**config.mk**
```make
export PLATFORM = sky130hd
export DESIGN_NAME = pattern_seq_fsm
export DESIGN_NICKNAME = d
export VERILOG_FILES = /design/src/rtl/pattern_seq_pkg.sv /design/src/rtl/pattern_regfile.sv /design/src/rtl/pattern_seq_fsm.sv
export SDC_FILE = /design/constraint.sdc
export NUM_CORES = 1
export LEC_CHECK = 0
export BUFFER_PORTS_ARGS = -buffer_cell sky130_fd_sc_hd__buf_2
export CORE_UTILIZATION = 40
export DETAILED_ROUTE_END_ITERATION = 8
export SLEW_MARGIN = 20
export SYNTH_ARGS = -nofsm -noshare
export SYNTH_HDL_FRONTEND = slang
export SYNTH_HIERARCHICAL = 1
export SYNTH_SLANG_ARGS = --single-unit
```
**constraint.sdc**
```tcl
create_clock -name clk -period 6 [get_ports clk]
set_input_delay 0.6 -clock clk [delete_from_list [all_inputs] [get_ports clk]]
set_output_delay 0.6 -clock clk [all_outputs]
set_load 0.005 [all_outputs]
```
**src/rtl/pattern_seq_pkg.sv**
```systemverilog
// Shared types, defaults and helpers for the programmable pattern sequencer.
package pattern_seq_pkg;

  typedef enum logic [1:0] {
    ST_IDLE = 2'd0,
    ST_RUN  = 2'd1
  } state_e;

  localparam int unsigned DEF_DEPTH = 4;
  localparam int unsigned DEF_OUT_W = 1;

  // Active sequence length: zero runs a single entry, oversize runs the whole table.
  function automatic int unsigned clamp_len(input int unsigned len, input int unsigned depth);
    if (len == 0) return 1;
    if (len > depth) return depth;
    return len;
  endfunction

endpackage

```
**src/rtl/pattern_regfile.sv**
```systemverilog
// Pattern table: one write port, one combinational read port with write-through bypass.
module pattern_regfile
  import pattern_seq_pkg::*;
#(
  parameter int unsigned DEPTH = DEF_DEPTH,
  parameter int unsigned OUT_W = DEF_OUT_W,
  localparam int unsigned IDX_W = $clog2(DEPTH)
) (
  input  logic             clk,
  input  logic             reset,
  input  logic             wr_en,
  input  logic [IDX_W-1:0] wr_addr,
  input  logic [OUT_W-1:0] wr_data,
  input  logic [IDX_W-1:0] rd_addr,
  output logic [OUT_W-1:0] rd_data
);

  logic [OUT_W-1:0] mem_q [DEPTH];

  // Addresses with no matching entry simply hit nothing, so out-of-range writes drop.
  always_ff @(posedge clk) begin
    if (reset) begin
      for (int i = 0; i < DEPTH; i++) mem_q[i] <= '0;
    end else if (wr_en) begin
      for (int i = 0; i < DEPTH; i++) begin
        if (wr_addr == IDX_W'(i)) mem_q[i] <= wr_data;
      end
    end
  end

  always_comb begin
    rd_data = '0;
    for (int i = 0; i < DEPTH; i++) begin
      if (rd_addr == IDX_W'(i)) begin
        rd_data = (wr_en && (wr_addr == rd_addr)) ? wr_data : mem_q[i];
      end
    end
  end

endmodule

```
**src/rtl/pattern_seq_fsm.sv**
```systemverilog
// Moore pattern sequencer stepping through a runtime-writable table in loop or one-shot mode.
module pattern_seq_fsm
  import pattern_seq_pkg::*;
#(
  parameter int unsigned DEPTH = DEF_DEPTH,
  parameter int unsigned OUT_W = DEF_OUT_W,
  localparam int unsigned IDX_W = $clog2(DEPTH),
  localparam int unsigned LEN_W = IDX_W + 1
) (
  input  logic             clk,
  input  logic             reset,
  input  logic             start,
  input  logic             stop,
  input  logic             hold,
  input  logic             one_shot,
  input  logic [LEN_W-1:0] seq_len,
  input  logic             wr_en,
  input  logic [IDX_W-1:0] wr_addr,
  input  logic [OUT_W-1:0] wr_data,
  output logic [OUT_W-1:0] out1,
  output logic [IDX_W-1:0] state_idx,
  output logic             busy,
  output logic             wrap,
  output logic             done
);

  state_e           state_q, state_d;
  logic [IDX_W-1:0] idx_q, idx_d;
  logic [LEN_W-1:0] len_q, len_d;
  logic             mode_q, mode_d;
  logic [OUT_W-1:0] out_q, out_d;
  logic             busy_q, busy_d;
  logic             wrap_q, wrap_d;
  logic             done_q, done_d;
  logic [OUT_W-1:0] rd_data;
  logic             last_idx;

  assign last_idx = ({1'b0, idx_q} == (len_q - LEN_W'(1)));

  // Table is read at the next index so the registered output lines up with state_idx.
  pattern_regfile #(
    .DEPTH (DEPTH),
    .OUT_W (OUT_W)
  ) u_regfile (
    .clk     (clk),
    .reset   (reset),
    .wr_en   (wr_en),
    .wr_addr (wr_addr),
    .wr_data (wr_data),
    .rd_addr (idx_d),
    .rd_data (rd_data)
  );

  always_ff @(posedge clk) begin
    if (reset) begin
      state_q <= ST_IDLE;
      idx_q   <= '0;
      len_q   <= LEN_W'(1);
      mode_q  <= 1'b0;
      out_q   <= '0;
      busy_q  <= 1'b0;
      wrap_q  <= 1'b0;
      done_q  <= 1'b0;
    end else begin
      state_q <= state_d;
      idx_q   <= idx_d;
      len_q   <= len_d;
      mode_q  <= mode_d;
      out_q   <= out_d;
      busy_q  <= busy_d;
      wrap_q  <= wrap_d;
      done_q  <= done_d;
    end
  end

  // Next state, index and pulse decisions; stop outranks hold, start is ignored in RUN.
  always_comb begin
    state_d = state_q;
    idx_d   = idx_q;
    len_d   = len_q;
    mode_d  = mode_q;
    busy_d  = 1'b0;
    wrap_d  = 1'b0;
    done_d  = 1'b0;
    case (state_q)
      ST_IDLE: begin
        idx_d = '0;
        if (start && !stop) begin
          state_d = ST_RUN;
          len_d   = LEN_W'(clamp_len(32'(seq_len), DEPTH));
          mode_d  = one_shot;
          busy_d  = 1'b1;
        end
      end
      ST_RUN: begin
        busy_d = 1'b1;
        if (stop) begin
          state_d = ST_IDLE;
          idx_d   = '0;
          busy_d  = 1'b0;
        end else if (!hold) begin
          if (last_idx) begin
            idx_d = '0;
            if (mode_q) begin
              state_d = ST_IDLE;
              busy_d  = 1'b0;
              done_d  = 1'b1;
            end else begin
              wrap_d = 1'b1;
            end
          end else begin
            idx_d = idx_q + IDX_W'(1);
          end
        end
      end
      default: begin
        state_d = ST_IDLE;
        idx_d   = '0;
      end
    endcase
  end

  always_comb begin
    out_d = '0;
    if (state_d == ST_RUN) out_d = rd_data;
  end

  assign out1      = out_q;
  assign state_idx = idx_q;
  assign busy      = busy_q;
  assign wrap      = wrap_q;
  assign done      = done_q;

endmodule
```
==> flow_metrics.tcl, run 1 <==
set metrics [dict create \
    critPathArrivalTime_ps 2700 \
    path_clk_slew_ps 90 \
    ant_nets 0 \
    post-route-period-util 0.426 \
    tritoncts "yes" \
    finalWeightedCongestion 0.711 \
    ys_seq_area_frac 0.454 \
    preCtsSetupSlack_ps 3410 \
    cts_setup_buffers 0 \
    cp-start-kind "flop" \
    clockBufferDepth 2 \
    pin_count 19 \
    synth_seq_cells 16 \
    synth_cells 77 \
    syn_to_final_growth_pct 17.5 \
    fp.dieH_um 46.6 \
    grt_pass1_wl_mm 2.17 \
    fin_hold_ws_ps 476 \
    syn_area_per_cell_um2 10.3 \
    n_antenna_cell 0 \
    status "finished, final reports clean" \
    overflow 0 \
    max_cap_viol_count 0 \
    setup_tns_ps 0 \
    total_power_w 0.000200 \
    die-area_um2 2170 \
    cts-resized-gates 0 \
    wire_per_inst_um 11.5 \
    syn_nets 91 \
    hold_buffers 0 \
    via_per_inst 5.01 \
    nNetsFinal 112 \
    synth_area_um2 795 \
    cp.required_ps 6140 \
    grt_pass1_vias 506 \
    nFillCells 185 \
    core-area_um2 1800 \
    clock_skew_ps 3.67 \
    initial_core_util 0.441 \
    post-route-util 0.518 \
    path_max_fanout 7 \
    cts_made_buffers 3 \
    drc_errors 0 \
    hpwl_mm 1.05 \
    grt_max_degree 18 \
    fmax_mhz 391 \
    setup_slack_ps 3440 \
    slew-limit-headroom 0.565 \
    port_buffers 18 \
    drt-initial-drc-count 4 \
    final_max_slew_viol_count 0 \
    yosys.cell_types.count 33 \
    vias 611 \
    ir_drop_v 0.000116 \
    finalHoldViolCount 0 \
    insertion_delay_ps 280 \
    path_class "reg2reg" \
    yosysWarnings 6 \
    dr.pass1.iters 4 \
    end_kind "flop" \
    clock_sinks 16 \
    die_x_um 46.6 \
    rsz0062_at_grt "no" \
    drive_gt1_frac 0.309 \
    finalSetupViolCount 0 \
    finalWirelength_mm 1.41 \
    cts_root_buf "clkbuf_4" \
    htreeDepth 1 \
    rows 15 \
    grt_antenna_before_repair 0 \
    hold_path.class "reg2reg" \
    period_minus_slack_ps 2560 \
    grt_use_total 0.148 \
    pwr_density_cell_nw_per_um2 215 \
    power_leakage_nw 0.391 \
    worst_slew_pin_slew_ps 646 \
]
## routing by layer
metal,GRT usage,share of wire,vias to the layer above
met5,0,0,-
met4,0.0882,0.0099,0
met3,0.0471,0.030,2
met2,0.233,0.49,9
met1,0.172,0.47,291
li1,-,-,309
## critical path, stage by stage, from the launching register on
cell	delay, ps
dfxtp_1	360
inv_1	60
ha_1	300
xnor2_1	150
o41ai_2	540
nor2_1	190
mux4_2	460
mux2_4	260
nand2b_1	70
a21oi_1	40
## cells by family after synthesis
| group | count (synthesis) | share of synthesized area |
|---|---|---|
| multiplexers | 4 | 0.0724 |
| other | 1 | 0.00472 |
| AO/OA/AOI/OAI | 12 | 0.110 |
| adder cells (fa/ha/maj) | 1 | 0.0157 |
| XOR/XNOR | 7 | 0.0772 |
| buffers and inverters | 6 | 0.0299 |
| AND/OR/NAND/NOR | 30 | 0.236 |
| flip-flops | 16 | 0.454 |
## cell usage after synthesis, drive strengths merged
cell     n  area (µm²)
dfxtp   12         240
nor2     8        30.0
a21oi    5        25.0
xnor2    5        43.8
edfxtp   4         120
inv      4        15.0
nor3     4        20.0
nand2    3        11.3
nor2b    3        18.8
a31o     2        17.5
and3     2        12.5
mux2i    2        20.0
nand2b   2        12.5
nor4b    2        38.8
xor2     2        17.5
a211o    1        8.76
a21o     1        7.51
buf      1        5.00
clkbuf   1        3.75
conb     1        3.75
ha       1        12.5
mux2     1        15.0
mux4     1        22.5
nand3    1        5.00
nand3b   1        7.51
nor3b    1        7.51
nor4     1        6.26
o21ai    1        5.00
o21bai   1        7.51
o41ai    1        16.3
or2      1        6.26
or4      1        11.3
## cells in the final DEF (no fill, tap or decap), drive strengths merged, types with 3 or more instances in the layout
master / n
nor3: 4
a21oi: 5
clkbuf: 4
dfxtp: 12
nor2: 8
edfxtp: 4
buf: 18
inv: 4
xnor2: 5
nor2b: 3
nand2: 3
## where the power goes
part	internal [W]	switching [W]	total (W)	leakage, nW
sequential	0.000114	0.00000213	0.000117	0.137
clock	0.0000258	0.0000331	0.0000589	0.0150
combinational	0.0000125	0.0000126	0.0000251	0.239
total	0.000153	0.0000478	0.000200	0.391
## through the flow
| stage | area (µm²) | instances |
|---|---|---|
| floorplan | 795 | 77 |
| global placement | 907 | 118 |
| detailed placement | 907 | 118 |
| CTS | 933 | 122 |
| global route | 933 | 122 |
| finish | 933 | 122 |
## state kept, by name, indices dropped and copies added, names as in the netlist
register         cells
busy                 1
done                 1
len_q                3
mode_q               1
out1                 1
state_idx            2
state_q              2
u_regfile/mem_q      4
wrap                 1
## worst paths after layout
| path | startpoint | end | slack (ps) | cells after the start |
|---|---|---|---|---|
| setup reg to reg | len_q[0] | out1 | 3440 | 9 |
| hold / removal | len_q[1] | len_q[1] | 480 | 2 |
| setup / recovery | len_q[0] | out1 | 3440 | 9 |
| hold reg to reg | len_q[1] | len_q[1] | 480 | 2 |
## area by class of cell
class,count,area (µm²),share of cell area
Clock buffer,4,26.3,0.0282
Inverter,4,15.0,0.0161
Multi-Input combinational cell,55,410,0.440
Sequential cell,16,360,0.386
Tap cell,25,31.3,0.0335
Timing Repair Buffer,18,90.1,0.0965
(Power assumes the default switching activity.)
==> inputs of run 2 (changes only) <==
--- a/config.mk
+++ b/config.mk
@@ -5,6 +5,7 @@
 export SDC_FILE = /design/constraint.sdc
 export NUM_CORES = 1
 export LEC_CHECK = 0
+export ABC_AREA = 1
 export BUFFER_PORTS_ARGS = -buffer_cell sky130_fd_sc_hd__buf_2
 export CORE_UTILIZATION = 40
 export DETAILED_ROUTE_END_ITERATION = 8
==> constraint.sdc (replaced) <==
create_clock -name clk -period 2.6 [get_ports clk]
set_input_delay 0.26 -clock clk [delete_from_list [all_inputs] [get_ports clk]]
set_output_delay 0.26 -clock clk [all_outputs]
set_load 0.005 [all_outputs]
==> run 2 against run 1 <==
Synthesized cell count grew 49%. Via count increased by 18%. Largest cell class is now registers. Highest routed layer unchanged. First-iteration DRC count increased to 6.3 times the previous value. Final cell count increased by 33%.
==> flow_metrics.tcl, run 2 <==
set metrics [dict create \
    synth_top_cells_by_count "nand2_1, inv_1, nor2_1" \
    ys_async_sr_fraction 0 \
    synth.top_cell.area_share 0.296 \
    path_max_fanout 6 \
    placed_area_um2 932 \
    post-route-period-util 0.760 \
    fp.dieH_um 47.0 \
    synth_seq_cells 16 \
    path_class "reg2reg" \
    hpwl_mm 1.12 \
    syn_area_per_cell_um2 7.05 \
    rrSetupSlack_ps 620 \
    pin_count 19 \
    grt_use_total 0.151 \
    max_stage_delay_ps 370 \
    pwr-share-clk 0.334 \
    timing.rr.start "len_q[0]" \
    synth.most_common_cell "nand2_1" \
    pwr_density_cell_nw_per_um2 505 \
    htreeDepth 1 \
    stdcell_area_um2 968 \
    slowest_stage "dfxtp_1" \
    core-area_um2 1820 \
    period_minus_slack_ps 1980 \
    synth_edf_count 4 \
    insertion_delay_ps 290 \
    clock_sinks 16 \
    syn_to_final_growth_pct 19.4 \
    ir_drop_v 0.000308 \
    dr.pass1.iters 4 \
    end_kind "flop" \
    hold_path.class "in2reg" \
    critPathArrivalTime_ps 2210 \
    clockBufferDepth 2 \
    grt_pass1_wl_mm 2.33 \
    yosys-top-cells-area "dfxtp_1, edfxtp_1, nand2_1" \
    rsz0062_at_grt "no" \
    n_antenna_cell 0 \
    drt-initial-drc-count 25 \
    clock_skew_ps 4.24 \
    yosysWarnings 6 \
    cts-resized-gates 0 \
    rows 15 \
    min_path_cells 3 \
    startpoint "len_q[0]" \
    cts_root_buf "clkbuf_4" \
    max_cap_viol_count 0 \
    cts_made_buffers 3 \
    drive_gt1_frac 0.248 \
    cts_setup_buffers 0 \
    die-area_um2 2210 \
    finalHoldViolCount 0 \
    fmax_mhz 506 \
    timing.rr.end "out1" \
    reg_top3 "u_regfile/mem_q x4, len_q x3" \
    power_leakage_nw 0.501 \
    cp.required_ps 2830 \
    nNetsFinal 152 \
    grt_antenna_before_repair 0 \
    port_buffers 18 \
    tritoncts "yes" \
    finalWirelength_mm 1.43 \
    via_per_inst 4.47 \
    grt_max_degree 10 \
    synth_cells 115 \
    wire_per_inst_um 8.85 \
    yosys.cell_types.count 20 \
    sequentialPowerShare 0.550 \
    crit_path_cell_trace "inv_1, ha_1, inv_1, nand2_1, nand2_1, nor2_1, nand2_1, nand2_2, nor2_1, nand2_1, o21ai_1, inv_1, nand2_1, nand2_1, nand2_1, inv_1, nor2_1" \
    layout_commonest_cell "nand2_1" \
    min_to "len_q[0]" \
    ys.flop_type "dfxtp_1" \
    path_clk_slew_ps 90 \
    drc_errors 0 \
    reg2regPathDepth 17 \
    largest_reg_flops 4 \
    status "finished, final reports clean" \
    top_register "u_regfile/mem_q" \
    switching_share 0.239 \
    grt_pass1_vias 589 \
    die_x_um 47.0 \
    final_max_slew_viol_count 0 \
    yosysTopAreaCell "dfxtp_1" \
    final_cell_mix "nand2_1, inv_1, nor2_1" \
    syn_nets 129 \
    ys_seq_area_frac 0.444 \
    intPower_w 0.000372 \
    p_sw_w 0.000117 \
    finalWeightedCongestion 0.779 \
    setup_tns_ps 0 \
    crit_top_cell "nand2_1" \
    initial_core_util 0.445 \
    vias 724 \
    min_from "seq_len[0]" \
    finalSetupViolCount 0 \
    hold_buffers 0 \
    comb_power_share 0.116 \
    ant_nets 0 \
    cp-start-kind "flop" \
    overflow 0 \
    synth_area_um2 811 \
]
run 2: metrics by stage:
step            util  hold slack, ps  cells  total power (W)  setup slack [ps]
4_1_cts        0.532             186    162         0.000497               609
6_report       0.532             193    162         0.000489               623
3_3_place_gp   0.512             434    158         0.000330               661
2_1_floorplan      -             332    115         0.000310               857
5_1_grt        0.532             179    162         0.000519               371
3_5_place_dp   0.512             436    158         0.000332               644
run 2: cells by family (layout without fill, tap and decap cells):
logic type | count (synthesis) | count (layout) | share of synthesized area
other | 1 | 1 | 0.00463
AOI/OAI and AO/OA | 7 | 7 | 0.0494
DFF | 16 | 16 | 0.444
xor gates and xnor gates | 2 | 2 | 0.0216
and+or+nand+nor | 64 | 64 | 0.353
buffers and inverters | 24 | 46 | 0.111
adders and majority gates | 1 | 1 | 0.0154
run 2: cell type report:
type	count	area (µm²)
clock buffer	4	36.3
fill	197	852
inverter	24	90.1
multi-input combinational	75	360
sequential	16	360
tap	25	31.3
timing repair buffer	18	90.1
run 2: how the worst max path moves through the flow:
stage,end
final,out1
after global routing,out1
after CTS,out1
after detailed placement,out1
after global placement,out1
after floorplan,out1
run 2: power by group through the flow:
stage               registers (W)   logic, W  clock network, W
floorplan                0.000274  0.0000362                 0
global placement         0.000274  0.0000560                 0
detailed placement       0.000275  0.0000570                 0
CTS                      0.000269  0.0000573          0.000171
global route             0.000270  0.0000654          0.000184
finish                   0.000269  0.0000569          0.000163
run 2: routing by layer:
layer | routed length (µm) | part of all wire | GRT usage
met5 | 0 | 0 | 0
met1 | 734 | 0.51 | 0.199
met4 | 12 | 0.0084 | 0.0857
met2 | 610 | 0.43 | 0.228
met3 | 75 | 0.052 | 0.0346
run 2: critical path: cells and delay by family, from the launching register on:
family / cells / cell delay (ps)
AO/OA/AOI/OAI: 1 / 90
adder cells (fa/ha/maj): 1 / 300
buffers and inverters: 4 / 230
flip-flops: 1 / 370
AND/OR/NAND/NOR: 11 / 950
